[src/rtl/p4_router_egress_demux.sv]
// Egress demux: steers whole packets from the wide VNP4 egress bus to per-port AXIS outputs by tuser.
// Optional macro P4_ROUTER_EGR_DEMUX_BAD_PORT_CNT_EN adds an out-of-range SOP counter and its clear.

module p4_egr_sat_cnt #(
  parameter int W = 48
) (
  input  logic         clk,
  input  logic         aresetn,
  input  logic         clear,
  input  logic         inc,
  output logic [W-1:0] cnt
);
  always_ff @(posedge clk or negedge aresetn) begin
    if (!aresetn)                 cnt <= '0;
    else if (clear)               cnt <= '0;
    else if (inc && (cnt != '1))  cnt <= cnt + W'(1);
  end
endmodule

module p4_router_egress_demux #(
  parameter int NUM_EGR_PHYS_PORTS = 4,
  parameter int DATA_BYTES         = 64,
  parameter int USER_WIDTH         = 8,
  parameter int EGR_COUNTERS_WIDTH = 48
) (
  input  logic                                                   clk,
  input  logic                                                   aresetn,
  input  logic                                                   egr_bus_tvalid,
  output logic                                                   egr_bus_tready,
  input  logic [DATA_BYTES*8-1:0]                                egr_bus_tdata,
  input  logic [DATA_BYTES-1:0]                                  egr_bus_tkeep,
  input  logic                                                   egr_bus_tlast,
  input  logic [USER_WIDTH-1:0]                                  egr_bus_tuser,
  output logic [NUM_EGR_PHYS_PORTS-1:0]                          egr_ports_tvalid,
  input  logic [NUM_EGR_PHYS_PORTS-1:0]                          egr_ports_tready,
  output logic [DATA_BYTES*8-1:0]                                egr_ports_tdata,
  output logic [DATA_BYTES-1:0]                                  egr_ports_tkeep,
  output logic                                                   egr_ports_tlast,
  input  logic [NUM_EGR_PHYS_PORTS-1:0]                          egr_phys_ports_enable,
  input  logic [NUM_EGR_PHYS_PORTS-1:0]                          egr_cnts_clear,
  output logic [NUM_EGR_PHYS_PORTS-1:0][EGR_COUNTERS_WIDTH-1:0]  egr_pkt_cnt,
  output logic [NUM_EGR_PHYS_PORTS-1:0][EGR_COUNTERS_WIDTH-1:0]  egr_drop_cnt
`ifdef P4_ROUTER_EGR_DEMUX_BAD_PORT_CNT_EN
  ,
  input  logic                                                   egr_bad_port_cnt_clear,
  output logic [EGR_COUNTERS_WIDTH-1:0]                          egr_bad_port_cnt
`endif
);
  localparam int N  = NUM_EGR_PHYS_PORTS;
  localparam int DB = DATA_BYTES * 8;
  localparam int DW = (N > 1) ? $clog2(N) : 1;

  localparam logic [1:0] S_IDLE = 2'd0;
  localparam logic [1:0] S_FWD  = 2'd1;
  localparam logic [1:0] S_DROP = 2'd2;

  if (USER_WIDTH < DW) begin : g_user_width_check
    $error("USER_WIDTH too narrow to address NUM_EGR_PHYS_PORTS");
  end

  logic [1:0]    state;
  logic [DW-1:0] cur_dest;
  logic          ready_q;

  logic [1:0][DB-1:0]         sk_data;
  logic [1:0][DATA_BYTES-1:0] sk_keep;
  logic [1:0]                 sk_last;
  logic [1:0][DW-1:0]         sk_dest;
  logic                       wr_ptr, rd_ptr;
  logic [1:0]                 count, count_nxt;

  logic          bus_hs, sop_hs, sop_in_range, sop_en, push, pop, head_vld;
  logic [DW-1:0] sop_dest, push_dest, head_dest;
  logic [N-1:0]  pkt_inc, drop_inc;

  // DROP swallows beats regardless of FIFO fullness; otherwise ready tracks free space.
  assign egr_bus_tready = (state == S_DROP) ? 1'b1 : ready_q;
  assign bus_hs         = egr_bus_tvalid && egr_bus_tready;
  assign sop_hs         = bus_hs && (state == S_IDLE);
  // One extra bit so N itself is representable even when USER_WIDTH == clog2(N).
  assign sop_in_range   = {1'b0, egr_bus_tuser} < (USER_WIDTH+1)'(N);
  assign sop_dest       = egr_bus_tuser[DW-1:0];
  assign sop_en         = egr_phys_ports_enable[sop_dest];
  assign push           = bus_hs && (((state == S_IDLE) && sop_in_range && sop_en) || (state == S_FWD));
  assign push_dest      = (state == S_IDLE) ? sop_dest : cur_dest;

  assign head_vld        = (count != 2'd0);
  assign head_dest       = sk_dest[rd_ptr];
  assign pop             = head_vld && egr_ports_tready[head_dest];
  assign egr_ports_tdata = sk_data[rd_ptr];
  assign egr_ports_tkeep = sk_keep[rd_ptr];
  assign egr_ports_tlast = sk_last[rd_ptr];
  assign count_nxt       = count + {1'b0, push} - {1'b0, pop};

  always_comb begin
    egr_ports_tvalid = '0;
    pkt_inc          = '0;
    drop_inc         = '0;
    for (int p = 0; p < N; p++) begin
      egr_ports_tvalid[p] = head_vld && (head_dest == DW'(p));
      pkt_inc[p]          = pop && egr_ports_tlast && (head_dest == DW'(p));
      drop_inc[p]         = sop_hs && sop_in_range && !sop_en && (sop_dest == DW'(p));
    end
  end

  always_ff @(posedge clk or negedge aresetn) begin
    if (!aresetn) begin
      state    <= S_IDLE;
      cur_dest <= '0;
    end else begin
      case (state)
        S_IDLE: if (sop_hs && !egr_bus_tlast) begin
          state    <= (sop_in_range && sop_en) ? S_FWD : S_DROP;
          cur_dest <= sop_dest;
        end
        S_FWD, S_DROP: if (bus_hs && egr_bus_tlast) state <= S_IDLE;
        default: state <= S_IDLE;
      endcase
    end
  end

  always_ff @(posedge clk or negedge aresetn) begin
    if (!aresetn) begin
      sk_data <= '0;
      sk_keep <= '0;
      sk_last <= '0;
      sk_dest <= '0;
      wr_ptr  <= 1'b0;
      rd_ptr  <= 1'b0;
      count   <= 2'd0;
      ready_q <= 1'b0;
    end else begin
      if (push) begin
        sk_data[wr_ptr] <= egr_bus_tdata;
        sk_keep[wr_ptr] <= egr_bus_tkeep;
        sk_last[wr_ptr] <= egr_bus_tlast;
        sk_dest[wr_ptr] <= push_dest;
        wr_ptr          <= ~wr_ptr;
      end
      if (pop) rd_ptr <= ~rd_ptr;
      count   <= count_nxt;
      ready_q <= (count_nxt != 2'd2);
    end
  end

  for (genvar p = 0; p < N; p++) begin : g_port
    p4_egr_sat_cnt #(.W(EGR_COUNTERS_WIDTH)) u_pkt_cnt (
      .clk(clk), .aresetn(aresetn), .clear(egr_cnts_clear[p]), .inc(pkt_inc[p]), .cnt(egr_pkt_cnt[p])
    );
    p4_egr_sat_cnt #(.W(EGR_COUNTERS_WIDTH)) u_drop_cnt (
      .clk(clk), .aresetn(aresetn), .clear(egr_cnts_clear[p]), .inc(drop_inc[p]), .cnt(egr_drop_cnt[p])
    );
  end

`ifdef P4_ROUTER_EGR_DEMUX_BAD_PORT_CNT_EN
  p4_egr_sat_cnt #(.W(EGR_COUNTERS_WIDTH)) u_bad_cnt (
    .clk(clk), .aresetn(aresetn), .clear(egr_bad_port_cnt_clear),
    .inc(sop_hs && !sop_in_range), .cnt(egr_bad_port_cnt)
  );
`else
  // Out-of-range SOPs are discarded with no bookkeeping.
`endif

endmodule

[config.mk]
export PLATFORM = sky130hd
export DESIGN_NAME = p4_router_egress_demux
export DESIGN_NICKNAME = d
export VERILOG_FILES = /design/src/rtl/p4_router_egress_demux.sv
export SDC_FILE = /design/constraint.sdc
export NUM_CORES = 2
export LEC_CHECK = 0
export ABC_AREA = 1
export CAP_MARGIN = 20
export CORE_AREA = 4 4 610 612
export CTS_BUF_LIST = sky130_fd_sc_hd__clkbuf_16
export DETAILED_ROUTE_END_ITERATION = 7
export DIE_AREA = 0 0 614 616
export SLEW_MARGIN = 40
export SYNTH_ARGS = -nofsm -noshare
export SYNTH_HDL_FRONTEND = slang
export SYNTH_SLANG_ARGS = --single-unit
[constraint.sdc]
create_clock -name clk -period 2.4 [get_ports clk]
set_clock_uncertainty 0.05 [all_clocks]
set_input_delay 0.24 -clock clk [delete_from_list [all_inputs] [get_ports clk]]
set_output_delay 0.24 -clock clk [all_outputs]
set_load 0.005 [all_outputs]
==> impl_metrics.py <==
metrics = {
    "clocking": {
        "htreeDepth": 4,
        "cts_tree": "yes",
        "insertion_delay_ns": 0.88,
        "cts_root_buf": "clkbuf_16",
        "path_clk_slew_ns": 0.06,
        "clockBufferDepth": 4,
        "numCtsBuffers": 193,
        "clock-sinks": 1551,
    },
    "logic_synthesis": {
        "ys_warn_count": 0,
        "avgSynthCellArea_um2": 7.359,
        "syn_nets": 11240,
        "synthesis.area_um2": 78210,
        "synth-seq-cells": 1551,
        "ys_seq_area_frac": 0.4963,
        "synth-compound-area-share": 0.08641,
        "ys_top_cells_by_area": "dfrtp_1, nand2_1, o21ai_1",
        "synthXorXnorAreaFrac": 0.01758,
        "synth_top_cell_by_area": "dfrtp_1",
        "syn_inst": 10627,
        "yosys.area_share.adder": 0.002080,
        "synth_cell_types": 46,
        "synthSimpleGateAreaFrac": 0.3190,
        "synth_top_area_share": 0.4963,
        "synth_mux_area_frac": 0,
        "synth_top_family_by_area": "simple AND/OR/NAND/NOR gates",
    },
    "floorplanning": {
        "num_rows": 223,
        "die_h_um": 616,
        "die_area_um2": 378200,
        "io_pins": 1566,
        "core_area_um2": 367500,
        "start_util": 0.2128,
        "die_x_um": 614,
    },
    "drt": {
        "routedWlPerCell_um": 23.52,
        "avgViaCountPerCell": 4.501,
        "drt_iter0_drc": 7675,
        "route.detailed.drc": 0,
        "drt.antenna.violating_nets": 0,
        "dr.pass1.iters": 7,
        "wirelength_um": 428100,
        "routed-via-count": 81923,
    },
    "worst_hold_path": {
        "min_path_cells": 3,
        "min_to": "sk_data[229]$_DFFE_PN0P_",
        "hold_start": "egr_bus_tdata[229]",
        "hp-class": "in2reg",
    },
    "sta": {
        "final_max_slew_viol_count": 0,
        "rsz0062_at_grt": "true",
        "worst_slack_ns": -0.6967,
        "period_share": 1.290,
        "finalCriticalPeriod_ns": 3.097,
        "setup_violations": 789,
        "tightest_slew_ns": 0.8042,
        "timing.fmax_ghz": 0.3229,
        "hold_viol": 0,
        "slew_headroom": 0.4619,
    },
    "cells_and_area": {
        "final_util": 0.3259,
        "fin_nets": 13724,
        "mostFrequentLayoutCells": "nand2_1, dfrtp_1, clkdlybuf4s50_1, o21ai_1, inv_1",
        "ff_latch_area_um2": 38820,
        "multi_input_area_um2": 33570,
        "post_route_cells_drive_above_1_share": 0.1118,
        "syn_to_final_growth_pct": 53.12,
        "mostFrequentLayoutCell": "nand2_1",
        "num-fill-cells": 38699,
        "fin_area_um2": 119800,
    },
    "pwr": {
        "p_leak_uw": 0.05679,
        "ir_drop_v": 0.0007052,
        "powerDensity_nw_per_um2": 1131,
        "power.total_uw": 135500,
    },
    "critical_path": {
        "setup.worst_path.end_class": "output port",
        "critPathLaunchType": "flop",
        "ff2ff_path_depth": 13,
        "r2r-end": "g_port[2].u_pkt_cnt.cnt[0]$_DFFE_PN0P_",
        "cp_max_fo": 10,
        "worstReg2RegStart": "rd_ptr$_DFFE_PN0P_",
        "cp.arrival_ns": 2.81,
        "r2r_slack_ns": -0.36,
        "critical_path_class": "reg2out",
        "critPathLaunch": "rd_ptr$_DFFE_PN0P_",
        "crit_required_ns": 2.11,
    },
    "global_routing": {
        "antenna_found_initial": 175,
        "grt_start_max_net_pins": 98,
        "grt_pass1_vias": 77905,
        "grt_pass1_wl_um": 592600,
        "grt-ovfl-total": 0,
        "grt_use_total": 0.2162,
    },
    "placement": {
        "gp_congestion": 0.9767,
        "io_buffers": 1565,
        "dp_hpwl_um": 341600,
        "dpl_cell_area_um2": 106200,
    },
    "job": {
        "max_cap_violations": 0,
    },
    "status": {
        "status": "finished with violations",
        "violations": "setup timing",
    },
}
registers in the layout, summed over array words and instances (netlist names), 4 cells and up:
name                   cells
g_port.u_drop_cnt.cnt    192
g_port.u_pkt_cnt.cnt     192
sk_data                 1024
sk_dest                    4
sk_keep                  128
layer usage:
metal	global-route usage	wire length [um]	vias to the layer above
met5	0	217	-
met4	0.1147	26870	36
met3	0.06402	39570	730
met2	0.3351	190000	3263
met1	0.2698	171500	39201
li1	-	-	38693
critical path, stage by stage (launching register included):
cell and delay, ns:
dfrtp_4 0.58, clkinv_16 0.12, buf_16 0.19, buf_4 0.17, nand2_1 0.06, nand2_1 0.10
buf_12 0.13, clkdlybuf4s50_1 0.53
Yosys cell counts (all sizes together):
master,number
nand2,4524
dfrtp,1551
o21ai,1264
nor2,867
inv,847
nand3,446
nand4,302
buf,278
clkbuf,250
xor2,120
nor3,48
xnor2,37
o21bai,33
ha,13
a21oi,11
a21o,7
nand3b,7
clkinv,5
or2,5
and2,2
and3,2
nor3b,2
a211oi,1
a22oi,1
a31oi,1
nor2b,1
o21a,1
o22ai,1
power breakdown:
part           internal (uW)  switching (uW)  leakage, uW
sequential             34900            4700       0.0201
combinational          30100           36200       0.0336
clock                  17000           12600      0.00313
area by class of cell:
| type | count | area share |
|---|---|---|
| multi-input cells | 7696 | 0.2803 |
| clock inverters | 143 | 0.01092 |
| well taps | 4837 | 0.05054 |
| clock buffers | 197 | 0.04117 |
| flip-flops and latches | 1551 | 0.3241 |
| inverters | 852 | 0.02700 |
| diodes | 110 | 0.002299 |
| repair buffers | 2817 | 0.2636 |
how the worst max path moves through the flow:
stage / cells past startpoint / slack [ns] / endpoint
6_report: 7 / -0.70 / egr_ports_tkeep[30]
5_1_grt: 7 / -0.81 / egr_ports_tkeep[62]
4_1_cts: 5 / -0.85 / egr_ports_tdata[385]
3_5_place_dp: 14 / -0.33 / ready_q$_DFF_PN0_
3_3_place_gp: 14 / -0.36 / ready_q$_DFF_PN0_
2_1_floorplan: 13 / 0.34 / g_port[3].u_drop_cnt.cnt[41]$_DFFE_PN0P_
cell families after synthesis:
| group | Yosys count |
|---|---|
| adders and majority gates | 13 |
| buffers and inverters | 1380 |
| DFF | 1551 |
| xor gates and xnor gates | 157 |
| AOI/OAI and AO/OA | 1320 |
| and+or+nand+nor | 6206 |
stage by stage:
stage | setup slack [ns] | hold WS, ns | std cells | setup TNS, ns
floorplan | 0.3362 | -0.1056 | 10627 | 0
CTS | -0.8532 | 0.005715 | 18056 | -396.50
global route | -0.8070 | 0.03227 | 18180 | -453.24
global placement | -0.3644 | 0.2150 | 17135 | -234.60
finish | -0.6967 | 0.1057 | 18203 | -315.61
detailed placement | -0.3346 | 0.2155 | 17135 | -232.44
repair_timing:
action | CTS | global route
hold endpoints to repair | 2817 | 0
cloned | 5 | 13
endpoints found under the setup margin | 784 | 1011
pin swaps | 3 | 10
resized for setup | 235 | 288
hold buffers | 567 | 0
setup buffers | 9 | 24
Note: power is estimated with default switching activity, not from simulation.
